### src/rtl/ps2_pkg.sv
// Shared PS2 definitions: FSM state encoding and frame geometry.
package ps2_pkg;

  typedef enum logic [1:0] {
    ST_IDLE   = 2'd0,
    ST_DATA   = 2'd1,
    ST_PARITY = 2'd2,
    ST_STOP   = 2'd3
  } ps2_state_e;

  localparam int PS2_DATA_BITS  = 8;
  localparam int PS2_FRAME_BITS = 11;

endpackage

### src/rtl/ps2_fall_detect.sv
// Falling-edge detector for the debounced PS2 clock line.
// Shared by the receiver and the host-to-device transmitter.
module ps2_fall_detect (
  input  logic cclk,
  input  logic clr,
  input  logic ps2c,
  output logic fall
);

  logic ps2c_d;
  logic ps2c_q;

  // Next value of the delayed clock sample is simply the current line level.
  always_comb begin
    ps2c_d = ps2c;
  end

  // Delayed copy of ps2c; resets high so an idle line never looks like an edge.
  always_ff @(posedge cclk) begin
    if (clr) begin
      ps2c_q <= 1'b1;
    end else begin
      ps2c_q <= ps2c_d;
    end
  end

  assign fall = ps2c_q & ~ps2c;

endmodule

### src/rtl/ps2_frame_receiver.sv
// PS2 device-to-host frame receiver: start, 8 data bits LSB first, odd
// parity, stop. Produces one-cycle rx_done / frame_err strobes.
module ps2_frame_receiver #(
  parameter int TIMEOUT_CYCLES = 5000
) (
  input  logic       cclk,
  input  logic       clr,
  input  logic       ps2c,
  input  logic       ps2d,
  input  logic       rx_en,
  output logic [7:0] scan_code,
  output logic       rx_done,
  output logic       frame_err,
  output logic       busy
);

  import ps2_pkg::*;

  localparam int               TO_W     = $clog2(TIMEOUT_CYCLES);
  localparam logic [TO_W-1:0]  TO_LAST  = TO_W'(TIMEOUT_CYCLES - 1);
  localparam logic [2:0]       LAST_BIT = 3'(PS2_DATA_BITS - 1);

  // Odd parity: data ones plus the parity bit must be an odd count.
  function automatic logic parity_ok(input logic [7:0] data, input logic par);
    return par ^ (^data);
  endfunction

  logic fall;

  ps2_state_e      state_q,     state_d;
  logic [2:0]      bit_cnt_q,   bit_cnt_d;
  logic [7:0]      shift_q,     shift_d;
  logic            par_ok_q,    par_ok_d;
  logic [TO_W-1:0] to_cnt_q,    to_cnt_d;
  logic [7:0]      scan_code_q, scan_code_d;
  logic            rx_done_q,   rx_done_d;
  logic            frame_err_q, frame_err_d;
  logic            timeout_hit;

  ps2_fall_detect u_fall (
    .cclk (cclk),
    .clr  (clr),
    .ps2c (ps2c),
    .fall (fall)
  );

  // Next-state, datapath and strobe logic; a fall always beats the timeout.
  always_comb begin
    state_d     = state_q;
    bit_cnt_d   = bit_cnt_q;
    shift_d     = shift_q;
    par_ok_d    = par_ok_q;
    scan_code_d = scan_code_q;
    rx_done_d   = 1'b0;
    frame_err_d = 1'b0;

    timeout_hit = (state_q != ST_IDLE) && !fall && (to_cnt_q == TO_LAST);

    if (state_q == ST_IDLE || fall) begin
      to_cnt_d = '0;
    end else begin
      to_cnt_d = to_cnt_q + 1'b1;
    end

    if (timeout_hit) begin
      state_d     = ST_IDLE;
      frame_err_d = 1'b1;
      to_cnt_d    = '0;
    end else begin
      unique case (state_q)
        ST_IDLE: begin
          // A high data line at a clock fall is a glitch, not a start bit.
          if (fall && rx_en && !ps2d) begin
            state_d   = ST_DATA;
            bit_cnt_d = '0;
            shift_d   = '0;
          end
        end
        ST_DATA: begin
          if (fall) begin
            shift_d   = {ps2d, shift_q[7:1]};
            bit_cnt_d = bit_cnt_q + 1'b1;
            if (bit_cnt_q == LAST_BIT) begin
              state_d = ST_PARITY;
            end
          end
        end
        ST_PARITY: begin
          if (fall) begin
            par_ok_d = parity_ok(shift_q, ps2d);
            state_d  = ST_STOP;
          end
        end
        ST_STOP: begin
          if (fall) begin
            state_d = ST_IDLE;
            if (ps2d && par_ok_q) begin
              scan_code_d = shift_q;
              rx_done_d   = 1'b1;
            end else begin
              frame_err_d = 1'b1;
            end
          end
        end
        default: begin
          state_d = ST_IDLE;
        end
      endcase
    end
  end

  // Control state, counters and output strobes; clr discards any partial frame.
  always_ff @(posedge cclk) begin
    if (clr) begin
      state_q     <= ST_IDLE;
      bit_cnt_q   <= '0;
      par_ok_q    <= 1'b0;
      to_cnt_q    <= '0;
      scan_code_q <= 8'h00;
      rx_done_q   <= 1'b0;
      frame_err_q <= 1'b0;
    end else begin
      state_q     <= state_d;
      bit_cnt_q   <= bit_cnt_d;
      par_ok_q    <= par_ok_d;
      to_cnt_q    <= to_cnt_d;
      scan_code_q <= scan_code_d;
      rx_done_q   <= rx_done_d;
      frame_err_q <= frame_err_d;
    end
  end

  // Data shifter needs no reset: it is cleared whenever a start bit is accepted.
  always_ff @(posedge cclk) begin
    shift_q <= shift_d;
  end

  assign scan_code = scan_code_q;
  assign rx_done   = rx_done_q;
  assign frame_err = frame_err_q;
  assign busy      = (state_q != ST_IDLE);

endmodule

### config.mk
export PLATFORM = sky130hd
export DESIGN_NAME = ps2_frame_receiver
export DESIGN_NICKNAME = d
export VERILOG_FILES = /design/src/rtl/ps2_pkg.sv /design/src/rtl/ps2_fall_detect.sv /design/src/rtl/ps2_frame_receiver.sv
export SDC_FILE = /design/constraint.sdc
export NUM_CORES = 1
export LEC_CHECK = 0
export CAP_MARGIN = 20
export CORE_MARGIN = 2
export CORE_UTILIZATION = 40
export CTS_CLUSTER_DIAMETER = 30
export DETAILED_ROUTE_END_ITERATION = 10
export MAX_ROUTING_LAYER = met4
export PLACE_DENSITY = 0.67
export SLEW_MARGIN = 25
export SYNTH_ARGS = -nofsm -noshare
export SYNTH_HDL_FRONTEND = slang
export SYNTH_SLANG_ARGS = --single-unit
export TNS_END_PERCENT = 50
### constraint.sdc
create_clock -name cclk -period 2.7 [get_ports cclk]
set_clock_uncertainty 0.05 [all_clocks]
set_input_delay 0.54 -clock cclk [delete_from_list [all_inputs] [get_ports cclk]]
set_output_delay 0.54 -clock cclk [all_outputs]
set_load 0.005 [all_outputs]
# --- Word level (Yosys, flattened, before mapping) ---
# Cells that the tools add are included.
word_totals:
  regBits: 38
  word_cells: 63
op_classes:
  n_reduce_logical: 19
  n_addsub: 2
  bitwise: 6
  mux: 17
  n_eq_ne: 10
op_table:
  columns: ["op", "n"]
  rows:
  - ["2-to-1 mux 8 bit", 2]
  - ["one-hot mux 8 bit (2 select lines)", 1]
  - ["adder 13 x 1 -> 13 bit, second input constant", 1]
  - ["== test 13 bit, second input constant", 1]
  - ["2-to-1 mux 2 bit", 5]
  - ["!= test 2 bit, second input constant", 4]
  - ["one-hot mux 2 bit (4 select lines)", 1]
  - ["AND reduction 4 bit", 2]
  - ["parity 8 bit", 1]
  - ["2-to-1 mux 3 bit", 2]
  - ["one-hot mux 3 bit (2 select lines)", 1]
  - ["logical AND 1 bit", 5]
  - ["2-to-1 mux 1 bit", 5]
  - ["AND reduction 5 bit", 1]
  - ["== test 2 bit, second input constant", 2]
  - ["NOT 1 bit", 4]
  - ["nonzero test 2 bit", 2]
  - ["OR reduction 4 bit", 1]
  - ["adder 3 x 1 -> 3 bit, second input constant", 1]
  - ["== test 3 bit, second input constant", 1]
  - ["AND reduction 3 bit", 1]
  - ["OR reduction 3 bit", 1]
  - ["== test 2 x 1 -> 1 bit, second input constant", 1]
  - ["logical NOT 1 bit", 2]
  - ["other kinds (6)", 6]

# --- Longest topological paths before layout ---
# Gate-level depths: netlist of run 1.
logic_depth:
  ltp_word: 7
  ltp_mapped: 7
  mapped_depth_nobuf: 6

# --- Hierarchy ---
# From an unflattened synthesis of run 1, not the netlist that was laid out.
unflattened:
  hier_cells: 186
  hier_area_um2: 1732.9
by_module_without_submodules:
  columns: ["mod", "n_inst", "area_per_inst_um2", "seq_area_each_um2", "cells_per_inst"]
  rows:
  - ["ps2_frame_receiver", 1, 1697.9, 820.8, 183]
  - ["ps2_fall_detect", 1, 35.0, 20.0, 3]

# --- Worst setup path after synthesis of run 1 ---
# Ideal clock, no wire load.
synth_path:
  path_type: "register to register"
  startpoint: "reg state_q[0]"
  endpoint: "reg shift_q[0] (enable)"
  setup_ns: 0.384
  setup_slack_ns: 0.764
  required_time_ns: 2.266
  synth_period_minus_slack_ns: 1.936
  n_path_buf: 1
  arrival_time_ns: 1.503
  stages_incl_launch_ff: 6
  path_cell_list: "dfxtp_1 > inv_1 > ha_1 > buf_6 > nand2b_1 > a21oi_1"
synth_via:
  elab_chain_cells: 5
  elab_cells_between_ends: 10
synth_rtl:
  columns: ["item", "line", "text"]
  rows:
  - ["from (decl)", "ps2_frame_receiver.sv:30", "ps2_state_e state_q, state_d;"]
  - ["from (signal assigned)", "ps2_frame_receiver.sv:123", "state_q <= state_d;"]
  - ["parallel branches: the longest is 4 deep, another holds == test 2 x 1 -> 1 bit", null, null]
  - ["AND reduction 4 bit (no source line) (*)", null, null]
  - ["to (signal assigned)", "ps2_frame_receiver.sv:135", "shift_q <= shift_d;"]
  - ["to (decl)", "ps2_frame_receiver.sv:32", "logic [7:0] shift_q, shift_d;"]
# Mark *: on every way between the ends.
# A chain may end at the register's enable or synchronous reset.

# --- Final worst setup path of run 1 ---
layout_path:
  startpoint: "reg state_q[0]"
  endpoint: "out busy"
layout_via:
  elab_chain_cells: 1
layout_rtl:
  columns: ["item", "line", "text"]
  rows:
  - ["nonzero test 2 bit", "ps2_frame_receiver.sv:141", "assign busy = (state_q != ST_IDLE);"]
  - ["to (decl)", "ps2_frame_receiver.sv:14", "output logic busy"]
# Every way passes these cells.

==> flow_metrics.tcl, run 1 <==
set metrics [dict create \
    status "finished, final reports clean" \
    cp_launch_type "flop" \
    min_period_ps 2220 \
    final_cell_mix "sky130_fd_sc_hd__dfxtp_1, sky130_fd_sc_hd__nor2_1, sky130_fd_sc_hd__clkdlybuf4s50_1" \
    p_clk_frac 0.351 \
    dpl.cell_count 237 \
    synth_top_cell_area_share 0.3443 \
    final_layout_size_suffix_gt1_frac 0.06736 \
    cts_hold_buffers 0 \
    drt-vias-per-instance 4.959 \
    cts-root-buf "sky130_fd_sc_hd__clkbuf_8" \
    cts_post_setup_buffers_inserted 0 \
    rows 24 \
    crit_fanout 9 \
    port_buffers 15 \
    syn_nets 185 \
    report.final.hold_viol_count 0 \
    routabilityCongestion 0.7975 \
    ctsResizeCount 0 \
    synthesis.instances 173 \
    synth_compound_area_frac 0.04089 \
    yosysTopAreaCell "sky130_fd_sc_hd__dfxtp_1" \
    synth_seq_area_share 0.4821 \
    layout.filler_cells 424 \
    synthDistinctLibCells 35 \
    critical_path.cell_chain "inv_1 > ha_1 > inv_1 > clkdlybuf4s50_1" \
    slowest_delay_ps 490 \
    slew-limit-headroom 0.6273 \
    clock.fmax_mhz 450.5 \
    antenna_violations_before_repair 0 \
    cts.clk_slew.worst_paths_ps 70 \
    routed_wire_length_per_instance_um 12.37 \
    worstPathRequired_ps 2110 \
    setup-tns-final_ps 0 \
    num_antenna_cells 0 \
    final_max_slew_viol_count 0 \
    synth_simple_gate_area_share 0.2554 \
    io_pins 16 \
    grt_overflow 0 \
    first_pass_iters 4 \
    route.antenna.remaining_nets 0 \
    seq_power_share 0.557 \
    rsz0062_at_grt "no" \
    synth_mux_area_frac 0.05165 \
    ys.flop_type "sky130_fd_sc_hd__dfxtp_1" \
    power.net_switching_w 0.0002616 \
    max-clock-path-buffers 2 \
    detail_route.iter0.violations 67 \
    clkLatencyLatePin_ps 290 \
    htree_levels 2 \
    cts_buffers 5 \
    slowest_stage "sky130_fd_sc_hd__clkdlybuf4s50_1" \
    timing_worst_setup_path_type "reg2out" \
    cp.arrival_ps 1630 \
    p_sw_frac 0.2429 \
    place_hpwl_um 2110 \
    worstHoldPathType "reg2reg" \
    finalCritPeriodShare 0.8221 \
    layout_overhead_on_the_synthesized_area_pct 16.50 \
    setup-violations-final 0 \
    die_y_um 70.04 \
    detailroute.via_count 1215 \
    clock_sink_count 38 \
    combinational_family_with_the_most_area_after_synthesis "simple AND/OR/NAND/NOR gates" \
    mean_syn_cell_area_um2 10.08 \
    tritoncts_clock_tree "yes" \
    drc 0 \
    synth_enable_flop_cells 8 \
    finalNonFillerCells 245 \
    power_per_cell_area_nw_per_um2 530.1 \
    synth_seq_cells 38 \
    async_reset_ff_frac 0 \
    worst_path_most_repeated_cell "sky130_fd_sc_hd__inv_1" \
    global_route_wire_length_before_repair_um 5202 \
    yosys.area_share.xor_xnor 0.09326 \
    die_outline_width_um 70.04 \
    initial_util 0.4090 \
    yosys_warnings 0 \
    nets 204 \
    synth_area_um2 1744 \
    grt_use_total 0.1394 \
    number_of_max_cap_violations 0 \
    synth_adder_area_share 0.05022 \
    worst_pin_slew_ps 558.5 \
    vias_in_the_first_global_route 1159 \
    final_core_utilization 0.4765 \
    power_report.internal_total_w 0.0008155 \
    cellLeakagePower_nw 0.6957 \
    core_area_um2 4264 \
    power_frac_comb 0.092 \
    final_common_cell "sky130_fd_sc_hd__dfxtp_1" \
    synth.area.top_cells "sky130_fd_sc_hd__dfxtp_1, sky130_fd_sc_hd__edfxtp_1, sky130_fd_sc_hd__mux2i_1, sky130_fd_sc_hd__nor2_1, sky130_fd_sc_hd__ha_1" \
    grt_max_degree 17 \
    fp.dieArea_um2 4905 \
    finalWirelength_um 3030 \
    kind_of_capture_point_of_the_worst_setup_path "output pin" \
    worst_ir_drop_vdd_mv 0.3480 \
]
==> registers in the layout, summed over array words and instances, names as in the netlist <==
name and cells:
shift_q 8, to_cnt_q 13, bit_cnt_q 3, u_fall.ps2c_q 1, rx_done 1, frame_err 1
scan_code 8, par_ok_q 1, state_q 2
==> power by group through the flow <==
stage	clock (W)	sequential (W)	combinational [W]
6_report	0.000378	0.000600	0.0000991
5_1_grt	0.000411	0.000602	0.000111
4_1_cts	0.000393	0.000600	0.000101
3_5_place_dp	0	0.000613	0.000100
3_3_place_gp	0	0.000613	0.0000992
2_1_floorplan	0	0.000611	0.0000760
==> worst paths after layout <==
| path | slack, ps | cells past startpoint | to | from |
|---|---|---|---|---|
| max | 480 | 4 | busy | state_q[0]$_SDFFE_PP0P_ |
| min | 420 | 1 | to_cnt_q[0]$_SDFF_PP0_ | to_cnt_q[0]$_SDFF_PP0_ |
| min reg2reg | 420 | 1 | to_cnt_q[0]$_SDFF_PP0_ | to_cnt_q[0]$_SDFF_PP0_ |
| max reg2reg | 620 | 6 | state_q[1]$_SDFFE_PP0P_ | state_q[1]$_SDFFE_PP0P_ |
==> cells in the mapped netlist, types with 6 or more instances <==
cell                       number
sky130_fd_sc_hd__nand3_1        9
sky130_fd_sc_hd__xnor2_1        9
sky130_fd_sc_hd__and2_1        10
sky130_fd_sc_hd__nand2b_1       6
sky130_fd_sc_hd__edfxtp_1       8
sky130_fd_sc_hd__nand2_1        6
sky130_fd_sc_hd__xor2_1         7
sky130_fd_sc_hd__ha_1           7
sky130_fd_sc_hd__dfxtp_1       30
sky130_fd_sc_hd__mux2i_1        9
sky130_fd_sc_hd__nor2_1        24
==> layout make-up <==
| cell class | count | area (um2) | area share |
|---|---|---|---|
| multi-input combinational | 125 | 857.1 | 0.4218 |
| sequential | 38 | 840.8 | 0.4138 |
| timing repair buffer | 17 | 165.2 | 0.08128 |
| clock inverter | 3 | 16.27 | 0.008005 |
| clock buffer | 5 | 68.82 | 0.03387 |
| tap | 52 | 65.06 | 0.03202 |
| inverter | 5 | 18.77 | 0.009236 |
==> through the flow <==
step	instance area [um2]	power, W	hold WS, ps	setup slack [ps]
5_1_grt	2032	0.001124	451.2	396.7
3_3_place_gp	1947	0.0007122	395.6	512.6
6_report	2032	0.001077	418.9	480.2
4_1_cts	2032	0.001094	424.6	464.7
2_1_floorplan	1744	0.0006866	380.2	763.7
3_5_place_dp	1947	0.0007136	407.5	488.5
==> kinds of logic after synthesis <==
group	Yosys count
xor+xnor	17
buf+inv	10
simple gates	82
compound gates	10
flops	38
mux	9
fa+ha+maj	7
==> layer usage <==
| metal | part of all wire | track usage |
|---|---|---|
| met1 | 0.49 | 0.1698 |
| met3 | 0.036 | 0.04329 |
| met5 | 0 | - |
| met4 | 0.016 | 0.05769 |
| met2 | 0.46 | 0.2148 |
==> critical path, delay by kind of cell, from the launching register on <==
kind | cells | cell delay [ps]
buf+inv | 3 | 650
flops | 1 | 390
fa+ha+maj | 1 | 310
(Power assumes the default switching activity.)
==> run 2, diff against run 1 <==
Settings changed: PLACE_DENSITY 0.67 to 0.69.
Clock period 2.7 ns to 1.8 ns, I/O delays scaled along.
==> run 2 against run 1 <==
The run now ends with negative setup slack left. Wire length down 1.3%. Utilization is 4.7 points higher. Clock power is 54% higher. Largest cell class unchanged. Largest power group unchanged.
==> flow_metrics.tcl, run 2 (same netlist as run 1, synthesis figures left out) <==
set metrics [dict create \
    status "finished with violations" \
    violations "negative setup slack" \
    min_period_ps 1807 \
    num_antenna_cells 0 \
    power.net_switching_w 0.0003770 \
    max-clock-path-buffers 2 \
    tritoncts_clock_tree "yes" \
    cp.arrival_ps 1920 \
    final_common_cell "sky130_fd_sc_hd__dfxtp_1" \
    rows 24 \
    crit_fanout 2 \
    cts_hold_buffers 0 \
    seq_power_share 0.534 \
    cts.clk_slew.worst_paths_ps 70 \
    whs_path_depth 1 \
    grt_overflow 0 \
    largest-register "to_cnt_q" \
    whs_ps 414.4 \
    worst_case_setup_margin_in_the_final_layout_ps -6.748 \
    port_buffers 15 \
    worstHoldPathType "reg2reg" \
    hold_path_end "to_cnt_q[0]$_SDFF_PP0_" \
    worstReg2RegEnd "state_q[1]$_SDFFE_PP0P_" \
    cellLeakagePower_nw 0.7923 \
    startpoint_of_the_worst_slack_reg_to_reg_timing_path "state_q[1]$_SDFFE_PP0P_" \
    final_max_slew_viol_count 0 \
    setup-violations-final 1 \
    grt_use_total 0.1444 \
    route.antenna.remaining_nets 0 \
    timing.critical_path.from "state_q[1]$_SDFFE_PP0P_" \
    finalWirelength_um 2991 \
    antenna_violations_before_repair 0 \
    worst_ir_drop_vdd_mv 0.5253 \
    nets 220 \
    detailroute.via_count 1295 \
    die_outline_width_um 70.04 \
    detail_route.iter0.violations 97 \
    worstPathRequired_ps 1910 \
    drt-vias-per-instance 4.962 \
    vias_in_the_first_global_route 1311 \
    grt_max_degree 17 \
    kind_of_capture_point_of_the_worst_setup_path "flop" \
    clock.fmax_mhz 553.5 \
    power_report.internal_total_w 0.001305 \
    clock_sink_count 38 \
    power_per_cell_area_nw_per_um2 753.4 \
    power_frac_comb 0.118 \
    slew-limit-headroom 0.7558 \
    dpl.cell_count 251 \
    timing_worst_setup_path_type "reg2reg" \
    reg2reg_depth 7 \
    htree_levels 2 \
    routabilityCongestion 0.8388 \
    finalCritPeriodShare 1.004 \
    cp_launch_type "flop" \
    worst_pin_slew_ps 363.3 \
    report.final.hold_viol_count 0 \
    finalNonFillerCells 261 \
    first_pass_iters 4 \
    routed_wire_length_per_instance_um 11.46 \
    number_of_max_cap_violations 0 \
    p_sw_frac 0.2242 \
    layout_overhead_on_the_synthesized_area_pct 27.98 \
    p_clk_frac 0.347 \
    final_cell_mix "sky130_fd_sc_hd__dfxtp_1, sky130_fd_sc_hd__nor2_1, sky130_fd_sc_hd__clkdlybuf4s50_1" \
    initial_util 0.4090 \
    hold_start "to_cnt_q[0]$_SDFF_PP0_" \
    die_y_um 70.04 \
    cts_buffers 5 \
    clkLatencyLatePin_ps 280 \
    io_pins 16 \
    cts-root-buf "sky130_fd_sc_hd__clkbuf_8" \
    fp.dieArea_um2 4905 \
    rsz0062_at_grt "yes" \
    core_area_um2 4264 \
    global_route_wire_length_before_repair_um 5589 \
    flip_flop_count_of_the_largest_register_after_layout 13 \
    final_layout_size_suffix_gt1_frac 0.1770 \
    place_hpwl_um 2163 \
    drc 0 \
    r2r_setup_slack_ps -7 \
]
[run 2: critical path, cell delays in order, from the launching register on]
cell and delay, ps:
sky130_fd_sc_hd__dfxtp_2 320, sky130_fd_sc_hd__buf_4 130, sky130_fd_sc_hd__buf_6 110, sky130_fd_sc_hd__ha_4 150
sky130_fd_sc_hd__or4_4 420, sky130_fd_sc_hd__a32oi_2 260, sky130_fd_sc_hd__mux2i_1 200, sky130_fd_sc_hd__nor2_1 50
[run 2: layout make-up]
class	count	area [um2]
timing repair buffer	33	320.3
inverter	5	18.77
clock inverter	1	5.005
sequential	38	843.3
clock buffer	7	86.33
fill	392	2032
multi-input combinational	125	893.4
tap	52	65.06
[run 2: worst max path at each step]
stage	endpoint	slack [ps]	cells past startpoint
6_report	state_q[1]$_SDFFE_PP0P_	-7	7
5_1_grt	state_q[1]$_SDFFE_PP0P_	-90	6
4_1_cts	state_q[1]$_SDFFE_PP0P_	-10	7
3_5_place_dp	par_ok_q$_SDFFE_PP0P_	-80	5
3_3_place_gp	state_q[1]$_SDFFE_PP0P_	-50	5
2_1_floorplan	state_q[1]$_SDFFE_PP0P_	-110	7
[run 2: repair_timing]
item                       in CTS  in global routing
setup endpoints to repair       2                  2
setup buffers                   2                  0
pin swaps                       1                  3
gates resized for setup         6                  7
cloned                          0                  0
[run 2: power groups by stage]
| stage | logic, W | registers [W] | clock network (W) |
|---|---|---|---|
| floorplan | 0.000115 | 0.000916 | 0 |
| global placement | 0.000181 | 0.000917 | 0 |
| detailed placement | 0.000181 | 0.000918 | 0 |
| CTS | 0.000189 | 0.000898 | 0.000610 |
| global route | 0.000222 | 0.000900 | 0.000634 |
| finish | 0.000199 | 0.000899 | 0.000584 |
[run 2: through the flow]
step / setup slack (ps) / util / instance area, um2 / total power, W / setup TNS [ps]
final: -6.748 / 0.5235 / 2232 / 0.001682 / -6.748
after global routing: -90.62 / 0.5235 / 2232 / 0.001756 / -114.7
after CTS: -11.58 / 0.5167 / 2203 / 0.001697 / -11.58
after detailed placement: -83.03 / 0.4880 / 2081 / 0.001099 / -185.0
after global placement: -50.91 / 0.4880 / 2081 / 0.001098 / -90.69
after floorplan: -112.8 / - / 1748 / 0.001031 / -132.1
[run 2: routing by layer]
metal	part of all wire	vias to the layer above	wire (um)	GRT usage
met4	0.011	0	34	0.05128
met1	0.47	612	1408	0.1755
li1	-	666	-	-
met5	0	-	0	-
met3	0.030	2	89	0.03608
met2	0.49	15	1460	0.2339
